<file path="config.mk">
export PLATFORM = sky130hd
export DESIGN_NAME = seq_approx_divider
export DESIGN_NICKNAME = d
export VERILOG_FILES = /design/src/rtl/seq_approx_divider.sv
export SDC_FILE = /design/constraint.sdc
export NUM_CORES = 1
export LEC_CHECK = 0
export ABC_AREA = 1
export BUFFER_PORTS_ARGS = -buffer_cell sky130_fd_sc_hd__buf_2
export CAP_MARGIN = 20
export CORE_MARGIN = 8
export CORE_UTILIZATION = 50
export DETAILED_ROUTE_END_ITERATION = 12
export PLACE_DENSITY = 0.71
export SLEW_MARGIN = 20
export SYNTH_ARGS = -nofsm -noshare
export SYNTH_HDL_FRONTEND = slang
export SYNTH_SLANG_ARGS = --single-unit
export TNS_END_PERCENT = 1
</file>
<file path="constraint.sdc">
create_clock -name clk -period 6.6 [get_ports clk]
set_input_delay 0 -clock clk [delete_from_list [all_inputs] [get_ports clk]]
set_output_delay 0 -clock clk [all_outputs]
set_load 0.005 [all_outputs]
</file>
<file path="src/rtl/seq_approx_divider.sv">
// Iterative restoring divider: one quotient bit per clock behind a start/done handshake.
// The last APPROX_ROWS rows can run in approximate mode, where the truncated LSB cells pass the remainder through.
module seq_approx_divider #(
    parameter int unsigned N           = 8,
    parameter int unsigned APPROX_ROWS = 4
) (
    input  logic             clk,
    input  logic             rst,
    input  logic             start_i,
    input  logic             approx_en_i,
    input  logic [2*N-1:0]   x_i,
    input  logic [N-1:0]     y_i,
    output logic             busy_o,
    output logic             done_o,
    output logic [N-1:0]     q_o,
    output logic [N-1:0]     r_o,
    output logic             ovf_o
);

    localparam int unsigned CNT_W     = $clog2(N);
    localparam int unsigned K_W       = $clog2(N + 1);
    localparam int unsigned FIRST_APX = N - APPROX_ROWS;

    typedef enum logic [1:0] {IDLE, RUN, DONE} state_e;

    state_e             state_q, state_d;
    logic [CNT_W-1:0]   cnt_q, cnt_d;
    logic [N-1:0]       rem_q, rem_d;
    logic [N-1:0]       xlo_q, xlo_d;
    logic [N-1:0]       div_q, div_d;
    logic               apx_q, apx_d;
    logic               ovf_lat_q, ovf_lat_d;
    logic [N-1:0]       qsr_q, qsr_d;
    logic               busy_q, busy_d;
    logic               done_q, done_d;
    logic [N-1:0]       q_q, q_d;
    logic [N-1:0]       r_q, r_d;
    logic               ovf_q, ovf_d;

    logic [N:0]         p;
    logic [K_W-1:0]     k;
    logic [N-1:0]       diff;
    logic [N-1:0]       rem_row;
    logic               borrow;
    logic               qs;

    // One divider row: borrow-chain subtract over the exact cells, then quotient-select mux
    always_comb begin
        p      = {rem_q, xlo_q[N-1]};
        k      = '0;
        if (apx_q && (32'(cnt_q) >= FIRST_APX)) begin
            k = K_W'(32'(cnt_q) - FIRST_APX + 32'd1);
        end
        borrow = 1'b0;
        diff   = '0;
        for (int j = 0; j < N; j++) begin
            if (K_W'(j) < k) begin
                // truncated cell: the chain into cell k ends up as y[k-1]
                borrow = div_q[j];
            end else begin
                diff[j] = p[j] ^ div_q[j] ^ borrow;
                borrow  = (~p[j] & borrow) | (~p[j] & div_q[j]) | (div_q[j] & borrow);
            end
        end
        qs      = ~borrow | p[N];
        rem_row = p[N-1:0];
        for (int j = 0; j < N; j++) begin
            if ((K_W'(j) >= k) && qs) begin
                rem_row[j] = diff[j];
            end
        end
    end

    // Sequencing: accept, iterate rows, publish
    always_comb begin
        state_d   = state_q;
        cnt_d     = cnt_q;
        rem_d     = rem_q;
        xlo_d     = xlo_q;
        div_d     = div_q;
        apx_d     = apx_q;
        ovf_lat_d = ovf_lat_q;
        qsr_d     = qsr_q;
        done_d    = 1'b0;
        q_d       = q_q;
        r_d       = r_q;
        ovf_d     = ovf_q;

        case (state_q)
            IDLE, DONE: begin
                state_d = IDLE;
                if (start_i) begin
                    state_d   = RUN;
                    cnt_d     = '0;
                    rem_d     = x_i[2*N-1:N];
                    xlo_d     = x_i[N-1:0];
                    div_d     = y_i;
                    apx_d     = approx_en_i;
                    ovf_lat_d = (x_i[2*N-1:N] >= y_i);
                    qsr_d     = '0;
                end
            end
            RUN: begin
                rem_d = rem_row;
                xlo_d = {xlo_q[N-2:0], 1'b0};
                qsr_d = {qsr_q[N-2:0], qs};
                cnt_d = cnt_q + CNT_W'(1);
                if (cnt_q == CNT_W'(N - 1)) begin
                    state_d = DONE;
                    q_d     = {qsr_q[N-2:0], qs};
                    r_d     = rem_row;
                    ovf_d   = ovf_lat_q;
                    done_d  = 1'b1;
                end
            end
            default: state_d = IDLE;
        endcase

        busy_d = (state_d == RUN);
    end

    always_ff @(posedge clk or posedge rst) begin
        if (rst) begin
            state_q   <= IDLE;
            cnt_q     <= '0;
            rem_q     <= '0;
            xlo_q     <= '0;
            div_q     <= '0;
            apx_q     <= 1'b0;
            ovf_lat_q <= 1'b0;
            qsr_q     <= '0;
            busy_q    <= 1'b0;
            done_q    <= 1'b0;
            q_q       <= '0;
            r_q       <= '0;
            ovf_q     <= 1'b0;
        end else begin
            state_q   <= state_d;
            cnt_q     <= cnt_d;
            rem_q     <= rem_d;
            xlo_q     <= xlo_d;
            div_q     <= div_d;
            apx_q     <= apx_d;
            ovf_lat_q <= ovf_lat_d;
            qsr_q     <= qsr_d;
            busy_q    <= busy_d;
            done_q    <= done_d;
            q_q       <= q_d;
            r_q       <= r_d;
            ovf_q     <= ovf_d;
        end
    end

    assign busy_o = busy_q;
    assign done_o = done_q;
    assign q_o    = q_q;
    assign r_o    = r_q;
    assign ovf_o  = ovf_q;

endmodule

</file>
Word-level counts from Yosys, hierarchy flattened:

Index checks and enable logic that the tools add are counted.
Widths: inputs -> output; s select.

* equality and inequality tests: 5
* divide/modulo/power cells: 0
* reductions and logical operators: 15
* $add $sub $neg: 3
* magnitude comparators: 18
* shifts and indexed selects: 0
* multiplexer cells: 38
* multipliers: 0
* bitwise logic cells: 61

Operators with widths (number)
* $pmux 8 s2: 2
* $mux 1: 27
* $and 1x1->1: 22
* $ge 3x4->1 const A: 4
* $lt 3x4->1 const A: 4
* $mux 8: 2
* $or 1x1->1: 15
* $xor 1x1->1: 15
* $pmux 7 s2: 1
* $logic_and 1x1->1: 9
* $not 1->1: 9
* $ge 1x4->1 const A: 2
* $ge 2x4->1 const A: 2
* $ge 8x8->1: 1
* $lt 1x4->1 const A: 2
* $lt 2x4->1 const A: 2
* $mux 7: 1
* $pmux 3 s2: 1
* $reduce_and 2->1: 3
* $add 4x2->4 const B: 1
* $eq 2x1->1 const B: 2
* $mux 4: 1
* $pmux 2 s2: 1
* $sub 3x3->4 const B: 1
* other kinds (10): 10

* bits of input ports: 28
* memories kept: 0
* output and inout port bits: 19
* bits in writable memories: 0
* logic and storage cells: 153
* bits in latches: 0
* memory bits (read-only): 0
* register bits: 57

Longest topological paths before layout:

Gate-level depths: netlist of the first run.

* word-level depth: 38
* depth in mapped cells: 28
* mapped depth without buffers: 28

Worst setup path before layout of the first run:

Ideal clock, no wire load.

* kind: register -> register
* from: register cnt_q[0]
* to: register r_q[5], in the netlist r_o[5]
* data required time: 6476 ps
* setup time: 124 ps
* slack: 1643 ps
* period minus slack after synthesis: 4957 ps
* path buffers: 0
* stages on the path, launching flop included: 28
* data arrival time: 4833 ps
* cells stage by stage: dfrtp_1 -> ha_1 -> ha_1 -> nor2_4 -> nor2_1 -> o21ai_0 -> fa_1 -> mux2i_1 -> fa_1 -> nor2_1 -> a21oi_1 -> fa_1 -> o21ai_0 -> fa_1 -> mux2i_1 -> fa_1 -> nand2_1 -> o21ai_0 -> fa_1 -> nand2_1 -> o21ai_0 -> fa_1 -> nor2_4 -> inv_2 -> nand2_1 -> nand2_1 -> o211ai_1 -> nand2_1

* word-level cells in the longest chain between the ends: 37
* elaborated cells between the ends (all ways): 58
* classes of those cells: add/sub (2); order compare (10); eq/ne (1); mux (11); bitwise (31); reduce/logical (3)

Ends and longest elaborated chain
* start, declared: line 27 `logic [CNT_W-1:0] cnt_q, cnt_d;`
* start signal, assigned: line 139 `cnt_q <= cnt_d;`
* $sub 3x3->4 or $ge 3x3->1 (tied branches): line 52, 51
* $add 4x2->4 or $logic_and 1x1->1 (tied branches): line 52, 51
* $mux 4: line 51 `if (apx_q && (32'(cnt_q) >= FIRST_APX)) begin`
* $lt 1x4->1: line 57 `if (K_W'(j) < k) begin`
* $mux 1: line 57
* $and 1x1->1: line 62 `borrow = (~p[j] & borrow) | (~p[j] & div_q[j]) | (div_q[j] & borrow);`
* $or 1x1->1 (2 in a row): line 62
* $mux 1: line 57
* (+19 left out)
* $mux 1: line 57
* $and 1x1->1: line 62
* $or 1x1->1 (2 in a row): line 62
* $mux 1: line 57
* $not 1->1: line 65 `qs = ~borrow | p[N];`
* $or 1x1->1: line 65
* $logic_and 1x1->1: line 68 `if ((K_W'(j) >= k) && qs) begin`
* $mux 1: line 68
* end signal, assigned: line 149 `r_q <= r_d;`
* end, declared: line 37 `logic [N-1:0] r_q, r_d;`

Parallel ways exist; a longest one is shown, timed or not.
A chain may end at the register's enable or synchronous reset.

Worst setup path in the final report of the first run:

Same ends and word-level chain as after synthesis.

==> results.sh, run 1 <==
export IMPL_status="finished, final reports clean"
export IMPL_end_kind="register"
export IMPL_wirelength_mm=6.49
export IMPL_hpwl_mm=4.55
export IMPL_cap_violations=0
export IMPL_dieHeight_um=92.5
export IMPL_cpPeakStageDelay_ns=0.42
export IMPL_tritoncts_num_buffers=9
export IMPL_vias_per_cell=4.95
export IMPL_hp_class="in -> reg"
export IMPL_ys_flop_type="dfrtp_1"
export IMPL_track_usage_pct=16.8
export IMPL_syn_avg_cell_area_um2=8.87
export IMPL_highest_layer="met4"
export IMPL_wl_per_cell_um=13.5
export IMPL_drc=0
export IMPL_setup_tns_final_ns=0
export IMPL_ant_nets=0
export IMPL_grt_antenna_before_repair=0
export IMPL_drive_above_1_share_pct=20.6
export IMPL_grt_first_pass_wirelength_mm=11.4
export IMPL_arrival_ns=5.65
export IMPL_synth_seq_area_share_pct=48.7
export IMPL_num_antenna_cells=0
export IMPL_die_w_um=92.5
export IMPL_period_share_pct=82.3
export IMPL_drt_iter0_markers=163
export IMPL_cpMostUsedCell="fa_1"
export IMPL_multi_input_area_mm2=0.00124
export IMPL_syn2layout_area_growth_pct=24.1
export IMPL_num_rows=28
export IMPL_synth_area_leaders="dfrtp_1 (49%), nand2_1 (11%), inv_1 (5.0%)"
export IMPL_clk_pin_slew_ns=0.07
export IMPL_synth_cell_types=28
export IMPL_finalHoldViolCount=0
export IMPL_yosysWarnings=0
export IMPL_io_pins=47
export IMPL_timing_fmax_mhz=184
export IMPL_synth_seq_cells=57
export IMPL_seq_area_mm2=0.00143
export IMPL_timing_final_ws_setup_ns=1.17
export IMPL_cts_buffer_depth=2
export IMPL_path_class="reg -> reg"
export IMPL_coreArea_mm2=0.00578
export IMPL_preCtsSetupSlack_ns=1.24
export IMPL_fin_area_mm2=0.00363
export IMPL_die_area_mm2=0.00856
export IMPL_placed_area_mm2=0.00318
export IMPL_rsz0062_at_grt="false"
export IMPL_timing_hold_ws_ns=0.0302
export IMPL_startpoint_type="register"
export IMPL_portBuffers=46
export IMPL_synth_edff_count=0
export IMPL_grt_pass1_vias=2440
export IMPL_post_route_min_period_ns=5.43
export IMPL_synthArstFlopShare_pct=100
export IMPL_relSlewSlack_pct=53.1
export IMPL_cp_slowest_cell="fa_1"
export IMPL_root_buffer="clkbuf_8"
export IMPL_cts_resized_gates=0
export IMPL_clock_sinks=57
export IMPL_route_met2_wl_mm=2.98
export IMPL_synth_area_mm2=0.00293
export IMPL_required_ns=6.82
export IMPL_setup_violations=0
export IMPL_firstDrtPassIters=4
export IMPL_grt_max_degree=58
export IMPL_syn_inst=330
export IMPL_peakVddDrop_mv=0.191
export IMPL_final_max_slew_violation_count=0
export IMPL_nets=448
export IMPL_yosysTopAreaCellShare_pct=48.7
export IMPL_dr_total_vias=2384
export IMPL_synth_nets=376
export IMPL_tightestPinTransition_ns=0.703
export IMPL_initial_core_util_pct=50.6
export IMPL_clock_skew_final_ns=0.00863
export IMPL_insertion_delay_ns=0.33
export IMPL_cts_htree_levels=3
export IMPL_fillers=508
export IMPL_yosysTopAreaCell="dfrtp_1"
export IMPL_wl_met1_mm=3.01
export IMPL_powerDensity_mw_per_mm2=505
export IMPL_gp_congestion=0.907
export IMPL_critPathMaxFanout=9
export IMPL_cts_tree="built"
export IMPL_grt_ovfl_total=0
export IMPL_wl_met3_um=367
export IMPL_p_leak_nw=1.91
[synthesized netlist by cell type (5+ instances only)]
library cell  instances
dfrtp_1              57
a21oi_1               5
nor2_1               23
inv_2                 7
fa_1                  7
buf_2                 6
o22ai_1              15
ha_1                 11
nand2_1              85
o21ai_0              20
inv_1                39
nand3_1              16
o21ai_1              12
[metal layers]
metal / track usage (%) / up-vias
li1: - / 1202
met1: 20.8 / 1115
met2: 26.6 / 59
met3: 4.21 / 8
met4: 8.99 / 0
met5: 0 / -
[power by group]
part	switching [W]	internal (W)	total (W)	leakage, nW
clock	0.000133	0.000210	0.000343	0.106
combinational	0.000531	0.000341	0.000872	1.12
sequential	0.0000962	0.000523	0.000619	0.692
total	0.000760	0.00107	0.00183	1.91
[worst max-delay path, delay by kind of cell (launching register included)]
| kind | cells | cell delay (ns) |
|---|---|---|
| fa+ha+maj | 9 | 2.86 |
| buf+inv | 1 | 0.10 |
| mux | 2 | 0.17 |
| flops | 1 | 0.39 |
| compound gates | 6 | 0.80 |
| simple gates | 9 | 0.99 |
[path summary, 6_finish.rpt]
path                       startpoint       end  slack (ns)  cells past startpoint
setup / recovery             cnt_q[0]    r_o[5]        1.17                     27
setup reg to reg             cnt_q[0]    r_o[5]        1.17                     27
hold / removal                x_i[11]  rem_q[3]        0.03                      4
min in group asynchronous         rst    q_o[2]        0.41                      4
max in group asynchronous         rst  div_q[2]        5.73                      4
hold reg to reg                r_o[7]    r_o[7]        0.47                      2
[cell families (layout without fill, tap and decap cells)]
logic type	count (synthesis)	in the layout	share of synthesized area (%)
multiplexers	2	2	0.684
buffers and inverters	58	135	8.89
AO/OA/AOI/OAI	60	60	11.9
adder cells (fa/ha/maj)	18	18	9.49
flip-flops	57	57	48.7
AND/OR/NAND/NOR	135	135	20.3
[metrics by stage]
stage               total power [W]  cells  utilization (%)
finish                      0.00183    482             62.9
global route                0.00203    482             62.9
CTS                         0.00185    482             62.9
detailed placement          0.00148    442             55.1
global placement            0.00145    442             55.1
floorplan                   0.00127    330                -
[flip-flops by register name, indices dropped and copies added, names as in the netlist]
register and cells:
done_o 1, ovf_lat_q 1, qsr_q 7, busy_o 1, div_q 8, q_o 8
r_o 8, rem_q 8, apx_q 1, cnt_q 3, state_q 2, ovf_o 1
xlo_q 8
[cell type report]
class | count | share of cell area, %
clock buffers | 10 | 3.51
clock inverters | 6 | 2.27
inverters | 48 | 5.09
multi-input cells | 215 | 34.1
flip-flops and latches | 57 | 39.2
well taps | 75 | 2.58
repair buffers | 71 | 13.1
[what timing repair did]
item                                   CTS  global route
buffers inserted                         0             0
hold buffers                            24             0
endpoints found under the hold margin   80             0
[cell usage in the layout, fill, tap and decap left out, types with 9 or more instances in the layout]
cell type / instances
buf_2: 46
clkbuf_8: 9
dfrtp_1: 57
dlygate4sd3_1: 24
ha_1: 11
inv_1: 38
nand2_1: 85
nand3_1: 16
nor2_1: 23
o21ai_0: 20
o21ai_1: 12
o22ai_1: 15
(Power assumes the default switching activity.)
==> run 2: changes to the inputs <==
- ABC_AREA: 1 -> 0
- clock period: 6.6 -> 5.2 ns (I/O delays scaled with it)
==> results.sh, run 2 <==
export IMPL_status="finished, final reports clean"
export IMPL_grt_antenna_before_repair=0
export IMPL_wl_per_cell_um=16.4
export IMPL_synth_area_mm2=0.00280
export IMPL_r2r_cells=23
export IMPL_synth_xor_area_share_pct=0
export IMPL_muxShareOfSynthArea_pct=7.42
export IMPL_drive_above_1_share_pct=33.2
export IMPL_ant_nets=0
export IMPL_setup_violations=0
export IMPL_wirelength_mm=6.92
export IMPL_finalNonFillerCells=421
export IMPL_startpoint_type="register"
export IMPL_r2r_slack_ns=0.13
export IMPL_syn_avg_cell_area_um2=10.8
export IMPL_cts_htree_levels=3
export IMPL_cts_buffer_depth=2
export IMPL_grt_ovfl_total=0
export IMPL_peakVddDrop_mv=0.364
export IMPL_synth_seq_cells=57
export IMPL_yosysTopAreaCell="dfrtp_1"
export IMPL_synth_most_common_cell="dfrtp_1"
export IMPL_fin_area_mm2=0.00377
export IMPL_grt_max_degree=58
export IMPL_tightestPinTransition_ns=0.845
export IMPL_grt_pass1_vias=2383
export IMPL_final_max_slew_violation_count=0
export IMPL_nets=390
export IMPL_num_antenna_cells=0
export IMPL_r2r_end="r_o[4]"
export IMPL_timing_fmax_mhz=197
export IMPL_cap_violations=0
export IMPL_root_buffer="clkbuf_8"
export IMPL_end_kind="register"
export IMPL_synth_cell_types=36
export IMPL_firstDrtPassIters=4
export IMPL_hp_class="in -> reg"
export IMPL_syn2layout_area_growth_pct=34.9
export IMPL_relSlewSlack_pct=43.7
export IMPL_synth_nets=304
export IMPL_hpwl_mm=4.30
export IMPL_num_rows=27
export IMPL_cts_tree="built"
export IMPL_netlist_top_cells_count="dfrtp_1 (57), nand2_1 (29), o21ai_0 (19)"
export IMPL_synthArstFlopShare_pct=100
export IMPL_io_pins=47
export IMPL_powerDensity_mw_per_mm2=702
export IMPL_initial_core_util_pct=51.1
export IMPL_post_route_min_period_ns=5.07
export IMPL_dieHeight_um=90.8
export IMPL_synth_fa_ha_area_share_pct=9.93
export IMPL_final_util_pct=69.0
export IMPL_coreArea_mm2=0.00547
export IMPL_final_cell_mix="dfrtp_1 (57), buf_2 (46), nand2_1 (28)"
export IMPL_dp_cells=376
export IMPL_hold_start="x_i[7]"
export IMPL_drt_iter0_markers=84
export IMPL_placed_area_mm2=0.00315
export IMPL_reg2reg_from="cnt_q[1]"
export IMPL_gp_congestion=0.791
export IMPL_period_share_pct=97.4
export IMPL_die_w_um=90.8
export IMPL_critPathMaxFanout=5
export IMPL_clock_sinks=57
export IMPL_track_usage_pct=17.2
export IMPL_yosysTopAreaCellShare_pct=51.0
export IMPL_final_common_cell="dfrtp_1"
export IMPL_yosysWarnings=0
export IMPL_synth_simple_area_share_pct=11.3
export IMPL_insertion_delay_ns=0.35
export IMPL_clk_pin_slew_ns=0.07
export IMPL_portBuffers=46
export IMPL_dr_total_vias=2280
export IMPL_p_leak_nw=1.80
export IMPL_arrival_ns=5.34
export IMPL_min_to="xlo_q[7]"
export IMPL_ys_flop_type="dfrtp_1"
export IMPL_whs_path_depth=3
export IMPL_finalHoldViolCount=0
export IMPL_die_area_mm2=0.00824
export IMPL_synth_top_family_by_area="compound AO/OA/AOI/OAI gates"
export IMPL_synth_seq_area_share_pct=51.0
export IMPL_required_ns=5.48
export IMPL_vias_per_cell=5.42
export IMPL_synth_compound_area_share_pct=15.6
export IMPL_path_class="reg -> reg"
export IMPL_drc=0
export IMPL_synth_area_leaders="dfrtp_1 (51%), fa_1 (5.0%), ha_1 (4.9%)"
export IMPL_fillers=433
export IMPL_syn_inst=258
export IMPL_synth_edff_count=0
export IMPL_tritoncts_num_buffers=9
export IMPL_grt_first_pass_wirelength_mm=11.2
export IMPL_clock_skew_final_ns=0.00795
-- run 2: layout make-up --
| class | instances | area (um^2) | area share, % |
|---|---|---|---|
| clock inverters | 5 | 103 | 2.72 |
| multi-input cells | 170 | 1340 | 35.5 |
| clock buffers | 11 | 141 | 3.75 |
| well taps | 72 | 90.1 | 2.39 |
| repair buffers | 86 | 597 | 15.8 |
| inverters | 20 | 75.1 | 1.99 |
| flip-flops and latches | 57 | 1430 | 37.8 |
-- run 2: timing repair --
action | 4_1_cts | 5_1_grt
pin swaps | 4 | 7
endpoints found under the hold margin | 81 | 0
endpoints found under the setup margin | 16 | 18
setup buffers | 2 | 2
gates resized for setup | 7 | 20
hold buffers | 25 | 0
-- run 2: critical path, cell delays in order (launching register included) --
cell	delay, ns
dfrtp_1	0.42
ha_4	0.18
ha_4	0.22
a21oi_4	0.15
mux2_4	0.19
fa_1	0.15
mux2i_1	0.09
fa_2	0.35
mux2_4	0.28
fa_2	0.41
mux2i_4	0.18
fa_2	0.23
mux2i_2	0.08
fa_2	0.34
nand2_1	0.08
o21ai_2	0.06
fa_2	0.33
nand2_2	0.07
o21ai_2	0.06
fa_2	0.40
nor2_4	0.22
nor2_2	0.07
mux2_4	0.32
o21ai_2	0.11
-- run 2: metrics by stage --
| step | setup TNS (ns) | hold WS (ns) | worst slack [ns] | total power (W) |
|---|---|---|---|---|
| 2_1_floorplan | 0 | 0.105 | 0.00198 | 0.00160 |
| 3_3_place_gp | 0 | 0.188 | 0.0429 | 0.00189 |
| 3_5_place_dp | -0.914 | 0.207 | -0.0958 | 0.00194 |
| 4_1_cts | 0 | 0.00756 | 0.00714 | 0.00252 |
| 5_1_grt | -0.657 | 0.0179 | -0.0955 | 0.00285 |
| 6_report | 0 | 0.00600 | 0.134 | 0.00265 |
-- run 2: cell families after synthesis --
| logic type | Yosys count |
|---|---|
| adder cells (fa/ha/maj) | 18 |
| flip-flops | 57 |
| buffers and inverters | 31 |
| AO/OA/AOI/OAI | 71 |
| multiplexers | 19 |
| AND/OR/NAND/NOR | 62 |
-- run 2: report_power, final --
group | total (W) | switching, W | internal, W | leakage (nW)
Sequential | 0.000817 | 0.000152 | 0.000665 | 0.688
Clock | 0.000514 | 0.000184 | 0.000330 | 0.120
Combinational | 0.00132 | 0.000685 | 0.000633 | 0.992
-- run 2: worst max path at each step --
stage / start / to / slack, ns / cells after the start
after floorplan: cnt_q[0] / rem_q[4] / 0.002 / 24
after global placement: cnt_q[0] / rem_q[4] / 0.04 / 23
after detailed placement: cnt_q[0] / r_o[4] / -0.1 / 23
after CTS: cnt_q[0] / r_o[4] / 0.007 / 23
after global routing: cnt_q[1] / rem_q[2] / -0.1 / 23
final: cnt_q[1] / r_o[4] / 0.13 / 23
-- run 2: routing by layer --
metal / up-vias / wire, um / GRT usage (%)
met5: - / 0 / 0
met4: 0 / 152 / 8.73
met3: 14 / 330 / 5.74
met2: 59 / 3540 / 28.3
met1: 1146 / 2890 / 19.5
li1: 1061 / - / -
==> run 3: changes to the inputs <==
- SETUP_SLACK_MARGIN: unset -> 0.4
==> results.sh, run 3 (synthesis gave the netlist of run 2 again) <==
export IMPL_drive_above_1_share_pct=34.2
export IMPL_startpoint_type="register"
export IMPL_nets=386
export IMPL_path_class="reg -> reg"
export IMPL_num_rows=27
export IMPL_gp_congestion=0.803
export IMPL_tightestPinTransition_ns=0.844
export IMPL_portBuffers=46
export IMPL_timing_final_ws_setup_ns=0.238
export IMPL_initial_core_util_pct=51.1
export IMPL_coreArea_mm2=0.00547
export IMPL_hold_start="start_i"
export IMPL_num_antenna_cells=0
export IMPL_grt_pass1_vias=2332
export IMPL_io_pins=47
export IMPL_track_usage_pct=17.2
export IMPL_p_leak_nw=1.78
export IMPL_finalHoldViolCount=0
export IMPL_timing_hold_ws_ns=0.270
export IMPL_wl_per_cell_um=15.8
export IMPL_vias_per_cell=5.25
export IMPL_end_kind="register"
export IMPL_powerDensity_mw_per_mm2=709
export IMPL_r2r_end="rem_q[7]"
export IMPL_rsz0062_at_grt="true"
export IMPL_clock_sinks=57
export IMPL_dr_total_vias=2190
export IMPL_hp_class="in -> reg"
export IMPL_setup_tns_final_ns=0
export IMPL_wirelength_mm=6.57
export IMPL_dieHeight_um=90.8
export IMPL_reg2reg_from="cnt_q[1]"
export IMPL_final_max_slew_violation_count=0
export IMPL_status="finished, final reports clean"
export IMPL_cpPeakStageDelay_ns=0.41
export IMPL_relSlewSlack_pct=43.7
export IMPL_ant_nets=0
export IMPL_grt_first_pass_wirelength_mm=11.3
export IMPL_cpMostUsedCell="fa_2"
export IMPL_grt_antenna_before_repair=0
export IMPL_r2r_cells=23
export IMPL_period_share_pct=95.4
export IMPL_cts_buffer_depth=2
export IMPL_firstDrtPassIters=4
export IMPL_timing_fmax_mhz=202
export IMPL_swShare_pct=38.0
export IMPL_intPower_w=0.00166
export IMPL_drt_iter0_markers=103
export IMPL_r2r_slack_ns=0.24
export IMPL_critPathMaxFanout=4
export IMPL_die_area_mm2=0.00824
export IMPL_p_seq_share_pct=31.0
export IMPL_required_ns=5.41
export IMPL_cp_slowest_cell="dfrtp_1"
export IMPL_final_common_cell="dfrtp_1"
export IMPL_cts_htree_levels=3
export IMPL_insertion_delay_ns=0.34
export IMPL_arrival_ns=5.17
export IMPL_drc=0
export IMPL_switchingPower_w=0.00102
export IMPL_die_w_um=90.8
export IMPL_root_buffer="clkbuf_8"
export IMPL_setup_violations=0
export IMPL_clk_pin_slew_ns=0.07
export IMPL_peakVddDrop_mv=0.337
export IMPL_whs_path_depth=5
export IMPL_final_cell_mix="dfrtp_1 (57), buf_2 (46), nand2_1 (27)"
export IMPL_preCtsSetupSlack_ns=-0.0257
export IMPL_p_comb_share_pct=49.9
export IMPL_tritoncts_num_buffers=9
export IMPL_clock_skew_final_ns=0.00970
export IMPL_syn2layout_area_growth_pct=35.0
export IMPL_grt_max_degree=58
export IMPL_clkPwrFrac_pct=19.1
export IMPL_path_cells="ha_4, ha_4, a21oi_4, mux2_4, fa_2, mux2i_2, fa_2, mux2_4, fa_2, mux2i_2, fa_2, mux2i_2, fa_2, nand2_2, o21ai_2, fa_2, nand2_2, o21ai_2, fa_2, nor2_4, buf_6, mux2i_4, a21oi_1"
export IMPL_min_to="apx_q"
export IMPL_grt_ovfl_total=0
export IMPL_post_route_min_period_ns=4.96
export IMPL_hpwl_mm=4.25
export IMPL_cap_violations=0
export IMPL_cts_tree="built"
[run 3: stage by stage]
stage                     total power [W]  instance area (um^2)  std cells  util, %
after floorplan                   0.00167                  2870        258        -
after global placement            0.00191                  3140        367     57.4
after detailed placement          0.00195                  3140        367     57.4
after CTS                         0.00260                  3740        417     68.4
after global routing              0.00288                  3780        417     69.0
final                             0.00268                  3780        417     69.0
[run 3: area by class of cell]
type | instances | area (um^2)
Sequential cell | 57 | 1430
Multi-Input combinational cell | 170 | 1370
Timing Repair Buffer | 82 | 573
Tap cell | 72 | 90.1
Clock inverter | 5 | 103
Fill cell | 417 | 1700
Clock buffer | 11 | 141
Inverter | 20 | 75.1
[run 3: per-layer routing]
layer	GRT usage (%)	wire length (um)
met1	20.9	2810
met2	27.6	3250
met3	4.66	386
met4	8.59	118
met5	0	0
[run 3: worst max-delay path by stage]
stage / start / end / slack [ns] / depth (start not counted)
floorplan: cnt_q[0] / rem_q[4] / 0.26 / 24
global placement: cnt_q[0] / r_o[2] / 0.1 / 23
detailed placement: cnt_q[0] / rem_q[2] / -0.03 / 23
CTS: cnt_q[1] / rem_q[7] / 0.23 / 23
global route: cnt_q[0] / rem_q[7] / 0.007 / 23
finish: cnt_q[1] / rem_q[7] / 0.24 / 23
[run 3: repair_timing]
item                                    in CTS  in global routing
gates resized for setup                      8                 12
gates cloned                                 0                  0
endpoints found under the setup margin      18                 18
endpoints found under the hold margin       82                  0
pin swaps                                   12                  9
hold buffers                                26                  0
setup buffers                                8                  0
[run 3: worst max-delay path, delay by kind of cell, from the launching register on]
kind	cells	cell delay, ns
simple gates	3	0.30
flops	1	0.41
fa+ha+maj	9	2.61
compound gates	4	0.33
buf+inv	1	0.14
mux	6	1.02
[run 3: power groups by stage]
stage	clock network, W	registers, W	logic [W]
2_1_floorplan	0	0.000799	0.000873
3_3_place_gp	0	0.000818	0.00109
3_5_place_dp	0	0.000829	0.00113
4_1_cts	0.000521	0.000823	0.00126
5_1_grt	0.000537	0.000856	0.00149
6_report	0.000511	0.000829	0.00134
